--- config.mk ---
export PLATFORM = sky130hd
export DESIGN_NAME = wt_mem_arbiter
export DESIGN_NICKNAME = d
export VERILOG_FILES = /design/src/rtl/wt_mem_arbiter.sv
export SDC_FILE = /design/constraint.sdc
export NUM_CORES = 1
export LEC_CHECK = 0
export CAP_MARGIN = 20
export CORE_AREA = 2 2 290 292
export CTS_CLUSTER_SIZE = 20
export DETAILED_ROUTE_END_ITERATION = 10
export DIE_AREA = 0 0 292 294
export DONT_BUFFER_PORTS = 1
export GPL_TIMING_DRIVEN = 0
export PLACE_DENSITY = 0.3
export SLEW_MARGIN = 20
export SYNTH_ARGS = -nofsm -noshare
export SYNTH_HDL_FRONTEND = slang
export SYNTH_SLANG_ARGS = --single-unit
--- constraint.sdc ---
create_clock -name clk_i -period 8.5 [get_ports clk_i]
set_clock_uncertainty 0.2 [all_clocks]
set_input_delay 1.7 -clock clk_i [delete_from_list [all_inputs] [get_ports clk_i]]
set_output_delay 1.7 -clock clk_i [all_outputs]
set_load 0.02 [all_outputs]
--- src/rtl/wt_mem_arbiter.sv ---
// Round-robin arbiter sharing one memory request/return channel between icache and dcache.
// Zero-latency return routing; per-requester outstanding credit tracking with a sticky error flag.
module wt_mem_arbiter #(
  parameter int unsigned REQ_W     = 128,
  parameter int unsigned RTRN_W    = 160,
  parameter int unsigned TID_W     = 2,
  parameter int unsigned MAX_OUTST = 4
) (
  input  logic              clk_i,
  input  logic              rst_i,
  input  logic              ic_req_i,
  input  logic              ic_rsp_exp_i,
  input  logic [TID_W-1:0]  ic_tid_i,
  input  logic [REQ_W-1:0]  ic_data_i,
  output logic              ic_ack_o,
  input  logic              dc_req_i,
  input  logic              dc_rsp_exp_i,
  input  logic [TID_W-1:0]  dc_tid_i,
  input  logic [REQ_W-1:0]  dc_data_i,
  output logic              dc_ack_o,
  output logic              mem_req_o,
  output logic              mem_src_o,
  output logic [TID_W-1:0]  mem_tid_o,
  output logic [REQ_W-1:0]  mem_data_o,
  input  logic              mem_gnt_i,
  input  logic              mem_rtrn_vld_i,
  input  logic              mem_rtrn_src_i,
  input  logic [TID_W-1:0]  mem_rtrn_tid_i,
  input  logic [RTRN_W-1:0] mem_rtrn_data_i,
  output logic              ic_rtrn_vld_o,
  output logic              dc_rtrn_vld_o,
  output logic [TID_W-1:0]  rtrn_tid_o,
  output logic [RTRN_W-1:0] rtrn_data_o,
  output logic [3:0]        ic_outst_o,
  output logic [3:0]        dc_outst_o,
  output logic              idle_o,
  output logic              err_o
);

  typedef enum logic {IDLE, PRESENT} state_e;

  localparam logic [3:0] MAX_CNT = 4'(MAX_OUTST);

  state_e             state_q, state_d;
  logic               src_q, src_d;
  logic               rsp_exp_q, rsp_exp_d;
  logic [TID_W-1:0]   tid_q, tid_d;
  logic [REQ_W-1:0]   data_q, data_d;
  logic               rr_q, rr_d;
  logic [3:0]         ic_cnt_q, ic_cnt_d;
  logic [3:0]         dc_cnt_q, dc_cnt_d;
  logic               idle_q;
  logic               err_q, err_d;

  logic               ic_elig, dc_elig, sel_dc, grant;
  logic               ic_inc, ic_dec, dc_inc, dc_dec;

  // Writes without a response never consume a credit, so they bypass the limit.
  assign ic_elig = ic_req_i && (!ic_rsp_exp_i || (ic_cnt_q < MAX_CNT));
  assign dc_elig = dc_req_i && (!dc_rsp_exp_i || (dc_cnt_q < MAX_CNT));
  assign sel_dc  = dc_elig && (!ic_elig || rr_q);
  assign grant   = (state_q == PRESENT) && mem_gnt_i;

  always_comb begin
    state_d   = state_q;
    src_d     = src_q;
    rsp_exp_d = rsp_exp_q;
    tid_d     = tid_q;
    data_d    = data_q;
    rr_d      = rr_q;
    case (state_q)
      IDLE: begin
        if (ic_elig || dc_elig) begin
          src_d     = sel_dc;
          rsp_exp_d = sel_dc ? dc_rsp_exp_i : ic_rsp_exp_i;
          tid_d     = sel_dc ? dc_tid_i     : ic_tid_i;
          data_d    = sel_dc ? dc_data_i    : ic_data_i;
          state_d   = PRESENT;
        end
      end
      PRESENT: begin
        if (mem_gnt_i) begin
          rr_d    = ~src_q;
          state_d = IDLE;
        end
      end
      default: state_d = IDLE;
    endcase
  end

  assign ic_inc = grant && !src_q && rsp_exp_q;
  assign dc_inc = grant &&  src_q && rsp_exp_q;
  assign ic_dec = mem_rtrn_vld_i && !mem_rtrn_src_i;
  assign dc_dec = mem_rtrn_vld_i &&  mem_rtrn_src_i;

  // A return against an empty counter is a protocol error; the counter saturates at zero.
  always_comb begin
    ic_cnt_d = ic_cnt_q;
    dc_cnt_d = dc_cnt_q;
    err_d    = err_q;
    if ((state_q == PRESENT) && (src_q ? !dc_req_i : !ic_req_i)) begin
      err_d = 1'b1;
    end
    if (ic_inc && !ic_dec) begin
      ic_cnt_d = ic_cnt_q + 4'd1;
    end else if (!ic_inc && ic_dec) begin
      if (ic_cnt_q == 4'd0) err_d = 1'b1;
      else                  ic_cnt_d = ic_cnt_q - 4'd1;
    end
    if (dc_inc && !dc_dec) begin
      dc_cnt_d = dc_cnt_q + 4'd1;
    end else if (!dc_inc && dc_dec) begin
      if (dc_cnt_q == 4'd0) err_d = 1'b1;
      else                  dc_cnt_d = dc_cnt_q - 4'd1;
    end
  end

  always_ff @(posedge clk_i or posedge rst_i) begin
    if (rst_i) begin
      state_q   <= IDLE;
      src_q     <= 1'b0;
      rsp_exp_q <= 1'b0;
      tid_q     <= '0;
      data_q    <= '0;
      rr_q      <= 1'b0;
      ic_cnt_q  <= 4'd0;
      dc_cnt_q  <= 4'd0;
      idle_q    <= 1'b1;
      err_q     <= 1'b0;
    end else begin
      state_q   <= state_d;
      src_q     <= src_d;
      rsp_exp_q <= rsp_exp_d;
      tid_q     <= tid_d;
      data_q    <= data_d;
      rr_q      <= rr_d;
      ic_cnt_q  <= ic_cnt_d;
      dc_cnt_q  <= dc_cnt_d;
      idle_q    <= (state_q == IDLE) && (ic_cnt_q == 4'd0) && (dc_cnt_q == 4'd0);
      err_q     <= err_d;
    end
  end

  assign mem_req_o  = (state_q == PRESENT);
  assign mem_src_o  = src_q;
  assign mem_tid_o  = tid_q;
  assign mem_data_o = data_q;
  assign ic_ack_o   = grant && !src_q;
  assign dc_ack_o   = grant &&  src_q;

  assign ic_rtrn_vld_o = mem_rtrn_vld_i && !mem_rtrn_src_i;
  assign dc_rtrn_vld_o = mem_rtrn_vld_i &&  mem_rtrn_src_i;
  assign rtrn_tid_o    = mem_rtrn_tid_i;
  assign rtrn_data_o   = mem_rtrn_data_i;

  assign ic_outst_o = ic_cnt_q;
  assign dc_outst_o = dc_cnt_q;
  assign idle_o     = idle_q;
  assign err_o      = err_q;

endmodule

==> results of run 1 <==
-- flip-flops by register name (all words and copies together), names as in the netlist, 2 cells and up --
name	count
mem_data_o	128
dc_outst_o	4
ic_outst_o	4
mem_tid_o	2
-- power groups by stage --
| stage | registers (W) | clock network, W | logic, W |
|---|---|---|---|
| floorplan | 0.00163 | 0 | 0.000920 |
| global placement | 0.00179 | 0 | 0.00130 |
| detailed placement | 0.00179 | 0 | 0.00132 |
| CTS | 0.00178 | 0.000882 | 0.00132 |
| global route | 0.00181 | 0.000903 | 0.00145 |
| finish | 0.00176 | 0.000836 | 0.00127 |
-- worst min-delay path by stage --
| stage | slack, ns | from | to |
|---|---|---|---|
| finish | 0.37 | rr_q | rr_q |
| global placement | 0.35 | rr_q | rr_q |
| floorplan | 0.32 | rsp_exp_q | rsp_exp_q |
| detailed placement | 0.36 | rr_q | rr_q |
| global route | 0.40 | rr_q | rr_q |
| CTS | 0.38 | rr_q | rr_q |
-- per-layer routing --
layer	vias to the layer above	GRT usage, %	wire length, µm
met1	3363	9.06	14200
met4	4	5.36	1670
li1	3070	-	-
met2	463	16.0	20700
met5	-	0	23
met3	58	4.27	4260
-- logic make-up (layout without fill, tap and decap cells) --
family          count (synthesis)  in the layout
fa+ha+maj                      10             10
compound gates                283            283
buf+inv                       230            263
other cells                     0              4
xor+xnor                        3              3
simple gates                  292            292
flops                         144            144
mux                             6              6
-- cell usage in the layout (no fill, tap or decap), drive strengths merged, types with 5 or more instances in the layout --
master / count
a21oi: 265
buf: 206
nand2: 143
dfrtp: 143
nor2: 139
clkbuf: 39
inv: 9
ha: 8
o21ai: 7
clkinv: 5
-- synth_stat cells (all sizes together), types with 2 or more instances --
master,count
a21oi,265
fa,2
mux2,4
nor2,139
nand2,143
mux2i,2
inv,9
buf,205
ha,8
nor3,2
o21ai,7
xnor2,3
a21o,3
or2,2
nand2b,2
dfrtp,143
a221oi,2
clkbuf,16
or4,2
-- final cells by class --
class / count / area, µm²
diodes: 4 / 10.0
plain buffers: 221 / 1570
clock buffers: 23 / 488
clock inverters: 9 / 130
fillers: 9555 / 72700
inverters: 9 / 41.3
multi-input cells: 594 / 2940
flip-flops and latches: 144 / 3600
well taps: 1080 / 1350
repair buffers: 1 / 27.5
-- worst reg2reg max path, stage by stage, from the launching register on --
cell,delay [ns]
dfrtp_1,0.65
nand2_1,0.14
nor2_1,0.53
nand2_1,0.17
inv_1,0.10
ha_1,0.21
inv_1,0.11
ha_1,0.28
a21o_1,0.18
a21oi_1,0.14
mux2_2,0.35
xnor2_1,0.12
-- stage by stage --
step	instance area, µm²	cells	power (W)	util, %
2_1_floorplan	8150	968	0.00255	-
3_3_place_gp	9500	2048	0.00309	11.5
3_5_place_dp	9530	2049	0.00311	11.5
4_1_cts	10200	2081	0.00398	12.2
5_1_grt	10200	2085	0.00417	12.3
6_report	10200	2085	0.00387	12.3
==> flow_metrics.tcl, run 1 <==
set metrics [dict create \
    synth-simple-area-share_pct 13.8 \
    path_buf_inv 0 \
    yosysTopAreaCell "dfrtp_1" \
    rsz0062_at_grt "no" \
    ys_warn_count 0 \
    crit_slowest_cell "nor2_1" \
    synth-main-ff-cell "dfrtp_1" \
    wl_mm 40.8 \
    crit_start "mem_gnt_i" \
    antenna_found_initial 7 \
    critPathRequiredTime_ns 6.60 \
    netlist_top_cells_area "dfrtp_1 (44%), buf_4 (15%), a21oi_1 (15%), nand2_1 (6.6%), nor2_1 (6.4%)" \
    cp_top_family "simple AND/OR/NAND/NOR gates" \
    syn_inst 968 \
    layout_min_cycle_time_ns 4.18 \
    status "finished, final reports clean" \
    max-vdd-ir-drop_mv 0.152 \
    start_kind "input pin" \
    cts_resized 0 \
    path_max_fanout 3 \
    syn_area_mm2 0.00815 \
    hold_path_depth 1 \
    grt_usage_pct 9.23 \
    vias_per_cell 3.34 \
    place_ws_ns 4.18 \
    cts_buffers 17 \
    syn_nets 1409 \
    die_x_um 292 \
    path_depth 2 \
    seq_power_share_pct 45.6 \
    routedWlPerCell_um 19.6 \
    netSwitchingPower_w 0.00191 \
    r2r_start "mem_req_o" \
    routabilityCongestion 0.783 \
    drcViolationCount 0 \
    reg2reg_to "ic_outst_o[3]" \
    hold_buffers 0 \
    cts_tree "done" \
    start_util_pct 9.83 \
    h-tree-depth 4 \
    cp-endpoint "ic_ack_o" \
    drive_gt1_share_pct 27.1 \
    power_frac_comb_pct 32.8 \
    p_int_w 0.00196 \
    yosysUniqueCellTypes 34 \
    clock.fmax_mhz 239 \
    max_stage_delay_ns 0.52 \
    layout_setup_ws_ns 4.32 \
    switching_share_pct 49.3 \
    nets 1429 \
    clk_latency_ns 0.50 \
    dr_total_vias 6958 \
    clk_pin_slew_ns 0.07 \
    finalSetupTns_ns 0 \
    cellLeakagePower_nw 4.25 \
    synth_top_family_by_area "buffers and inverters" \
    synthMuxAreaShare_pct 0.799 \
    grt_first_pass_wirelength_mm 54.9 \
    overflow 0 \
    clock_path_buffers 2 \
    first_pass_iters 4 \
    maxSlewViolCount 0 \
    avgSynthCellArea_um2 8.42 \
    synthAdderAreaFrac_pct 1.72 \
    maxCapViolCount 0 \
    power.density_mw_per_mm2 381 \
    report.final.hold_viol_count 0 \
    post_cts_buffers 0 \
    hpwl_mm 33.1 \
    drtAntennaViolNets 0 \
    synth_edf_count 0 \
    async_reset_ff_share_pct 100 \
    max_slew_margin_pct 42.8 \
    die-height_um 294 \
    worst_slew_pin_slew_ns 0.857 \
    power_frac_clock_pct 21.6 \
    cp_cell_sequence "nand2_1 -> nor2_1" \
    grt_pass1_vias 7360 \
    synth-xor-area-share_pct 0.323 \
    cts_sinks 144 \
    place.port_buffers 0 \
    core_mm2 0.0829 \
    yosysTopAreaCellShare_pct 43.9 \
    grt_max_degree 79 \
    setup_viol 0 \
    num_rows 106 \
    hp-class "reg2reg" \
    yosysSeqAreaShare_pct 44.2 \
    critPathCaptureType "output port" \
    reg2reg_slack_ns 5.18 \
    drtIter0Drc 247 \
    hold_slack_ns 0.371 \
    arrival_ns 2.28 \
    synth_compound_area_share_pct 19.5 \
    ys_seq_elements 144 \
    reg2reg_depth 11 \
    io_pins 739 \
    finalCritPeriodShare_pct 49.2 \
    die_area_mm2 0.0858 \
    root_buffer "clkbuf_16" \
    path_class "in2out" \
    areaGrowthSynthToFinish_pct 24.7 \
]
No activity file was read; power rests on OpenSTA's default activity.
==> run 2, diff against run 1 <==
==> constraint.sdc (replaced) <==
create_clock -name clk_i -period 3.8 [get_ports clk_i]
set_clock_uncertainty 0.2 [all_clocks]
set_input_delay 0.76 -clock clk_i [delete_from_list [all_inputs] [get_ports clk_i]]
set_output_delay 0.76 -clock clk_i [all_outputs]
set_load 0.02 [all_outputs]
==> flow_metrics.tcl, run 2 (synthesis results as in run 1) <==
set metrics [dict create \
    finalNonFillerCells 2088 \
    die-height_um 294 \
    grt_usage_pct 9.30 \
    clock.fmax_mhz 310 \
    wl_mm 41.1 \
    arrival_ns 3.41 \
    cellLeakagePower_nw 4.25 \
    maxSlewViolCount 0 \
    hp-class "in2reg" \
    nets 1434 \
    hold_buffers 1 \
    drtAntennaViolNets 0 \
    worst_slew_pin_slew_ns 0.808 \
    seq_power_share_pct 46.0 \
    start_kind "register" \
    maxCapViolCount 0 \
    rsz0062_at_grt "no" \
    multi_input_area_mm2 0.00294 \
    layout_min_cycle_time_ns 3.23 \
    switching_share_pct 50.2 \
    routedWlPerCell_um 19.7 \
    antenna_found_initial 4 \
    clk_pin_slew_ns 0.08 \
    clk_latency_ns 0.50 \
    vias_per_cell 3.33 \
    post_cts_buffers 0 \
    p_total_w 0.00863 \
    grt_pass1_vias 7142 \
    max_stage_delay_ns 0.67 \
    p_int_w 0.00430 \
    power_frac_comb_pct 33.2 \
    finalCritPeriodShare_pct 85.0 \
    drcViolationCount 0 \
    cts_resized 0 \
    overflow 0 \
    max-vdd-ir-drop_mv 0.369 \
    die_area_mm2 0.0858 \
    drive_gt1_share_pct 27.3 \
    final_cell_mix "a21oi_1 (240), buf_4 (166), nand2_1 (143), dfrtp_1 (143), nor2_1 (139)" \
    die_x_um 292 \
    largest_reg_flops 128 \
    start_util_pct 9.83 \
    max_slew_margin_pct 46.1 \
    core_mm2 0.0829 \
    hpwl_mm 32.9 \
    areaGrowthSynthToFinish_pct 25.3 \
    clock_path_buffers 2 \
    num_rows 106 \
    final_common_cell "a21oi_1" \
    fillerInstances 9570 \
    netSwitchingPower_w 0.00433 \
    h-tree-depth 4 \
    grt_first_pass_wirelength_mm 55.2 \
    power_frac_clock_pct 20.8 \
    cts_buffers 17 \
    dpl.cell_count 2053 \
    path_max_fanout 9 \
    drtIter0Drc 233 \
    final_util_pct 12.3 \
    root_buffer "clkbuf_16" \
    regArea_mm2 0.00360 \
    dr_total_vias 6951 \
    grt_max_degree 30 \
    cp_cell_sequence "nand2_1 -> nor2_1 -> nand2_1 -> inv_1 -> ha_1 -> inv_1 -> ha_1 -> a21o_1 -> a21oi_1 -> mux2_2 -> xnor2_1" \
    crit_slowest_cell "dfrtp_1" \
    path_class "reg2reg" \
    place.port_buffers 0 \
    setup_viol 0 \
    cts_tree "done" \
    report.final.hold_viol_count 0 \
    status "finished, final reports clean" \
    routabilityCongestion 0.770 \
    critPathRequiredTime_ns 3.98 \
    power.density_mw_per_mm2 845 \
    first_pass_iters 4 \
    cts_sinks 144 \
    critPathCaptureType "register" \
    io_pins 739 \
]
## run 2: cell types whose count changed in the layout (fill, tap and decap cells not counted)
cell,previous run,this run
diode_2,4,2
clkinvlp_4,1,5
clkbuf_8,4,6
inv_8,1,0
clkinv_2,3,1
clkinv_4,2,0
buf_16,1,0
dlygate4sd3_1,0,1
buf_12,0,5
bufinv_16,3,1
inv_6,0,1
## run 2: area by class of cell
type                            count  share of cell area [%]
Buffer                            221                    15.4
Inverter                            9                   0.368
Sequential cell                   144                    35.3
Tap cell                         1080                    13.2
Clock buffer                       25                    5.05
Multi-Input combinational cell    594                    28.8
Clock inverter                      7                   0.723
Timing Repair Buffer                6                    1.08
Antenna cell                        2                  0.0490
## run 2: per-stage QoR
step | setup TNS [ns] | area (µm²) | setup WS (ns) | hold slack (ns)
3_3_place_gp | -52.71 | 9500 | -0.406 | 0.359
3_5_place_dp | 0 | 9600 | 0.459 | 0.367
2_1_floorplan | 0 | 8150 | 0.794 | 0.317
4_1_cts | 0 | 10200 | 0.502 | 0.0771
6_report | 0 | 10200 | 0.570 | 0.156
5_1_grt | 0 | 10200 | 0.315 | 0.0887
## run 2: path summary, 6_finish.rpt
check	from	to	slack [ns]	cells past startpoint
worst min register to register	rr_q	rr_q	0.38	1
worst min-delay path	mem_gnt_i	mem_req_o	0.16	1
max in group asynchronous	rst_i	mem_data_o[121]	1.80	5
worst max-delay path	mem_req_o	ic_outst_o[3]	0.57	11
min in group asynchronous	rst_i	mem_data_o[107]	0.60	2
worst max register to register	mem_req_o	ic_outst_o[3]	0.57	11
## run 2: worst max-delay path, delay by kind of cell, from the launching register on
kind	cells	cell delay, ns
compound gates	2	0.33
xor+xnor	1	0.12
flops	1	0.67
fa+ha+maj	2	0.49
simple gates	3	0.76
buf+inv	2	0.18
mux	1	0.36
## run 2: power groups by stage
| stage | clock network [W] | logic, W | registers (W) |
|---|---|---|---|
| floorplan | 0 | 0.00206 | 0.00366 |
| finish | 0.00179 | 0.00286 | 0.00397 |
| global route | 0.00196 | 0.00326 | 0.00408 |
| global placement | 0 | 0.00292 | 0.00404 |
| CTS | 0.00191 | 0.00298 | 0.00401 |
| detailed placement | 0 | 0.00298 | 0.00403 |
## run 2: layer usage
layer	track usage [%]	wire [µm]
met1	9.74	15200
met2	16.0	20800
met4	4.14	1160
met5	0	0
met3	4.24	3970
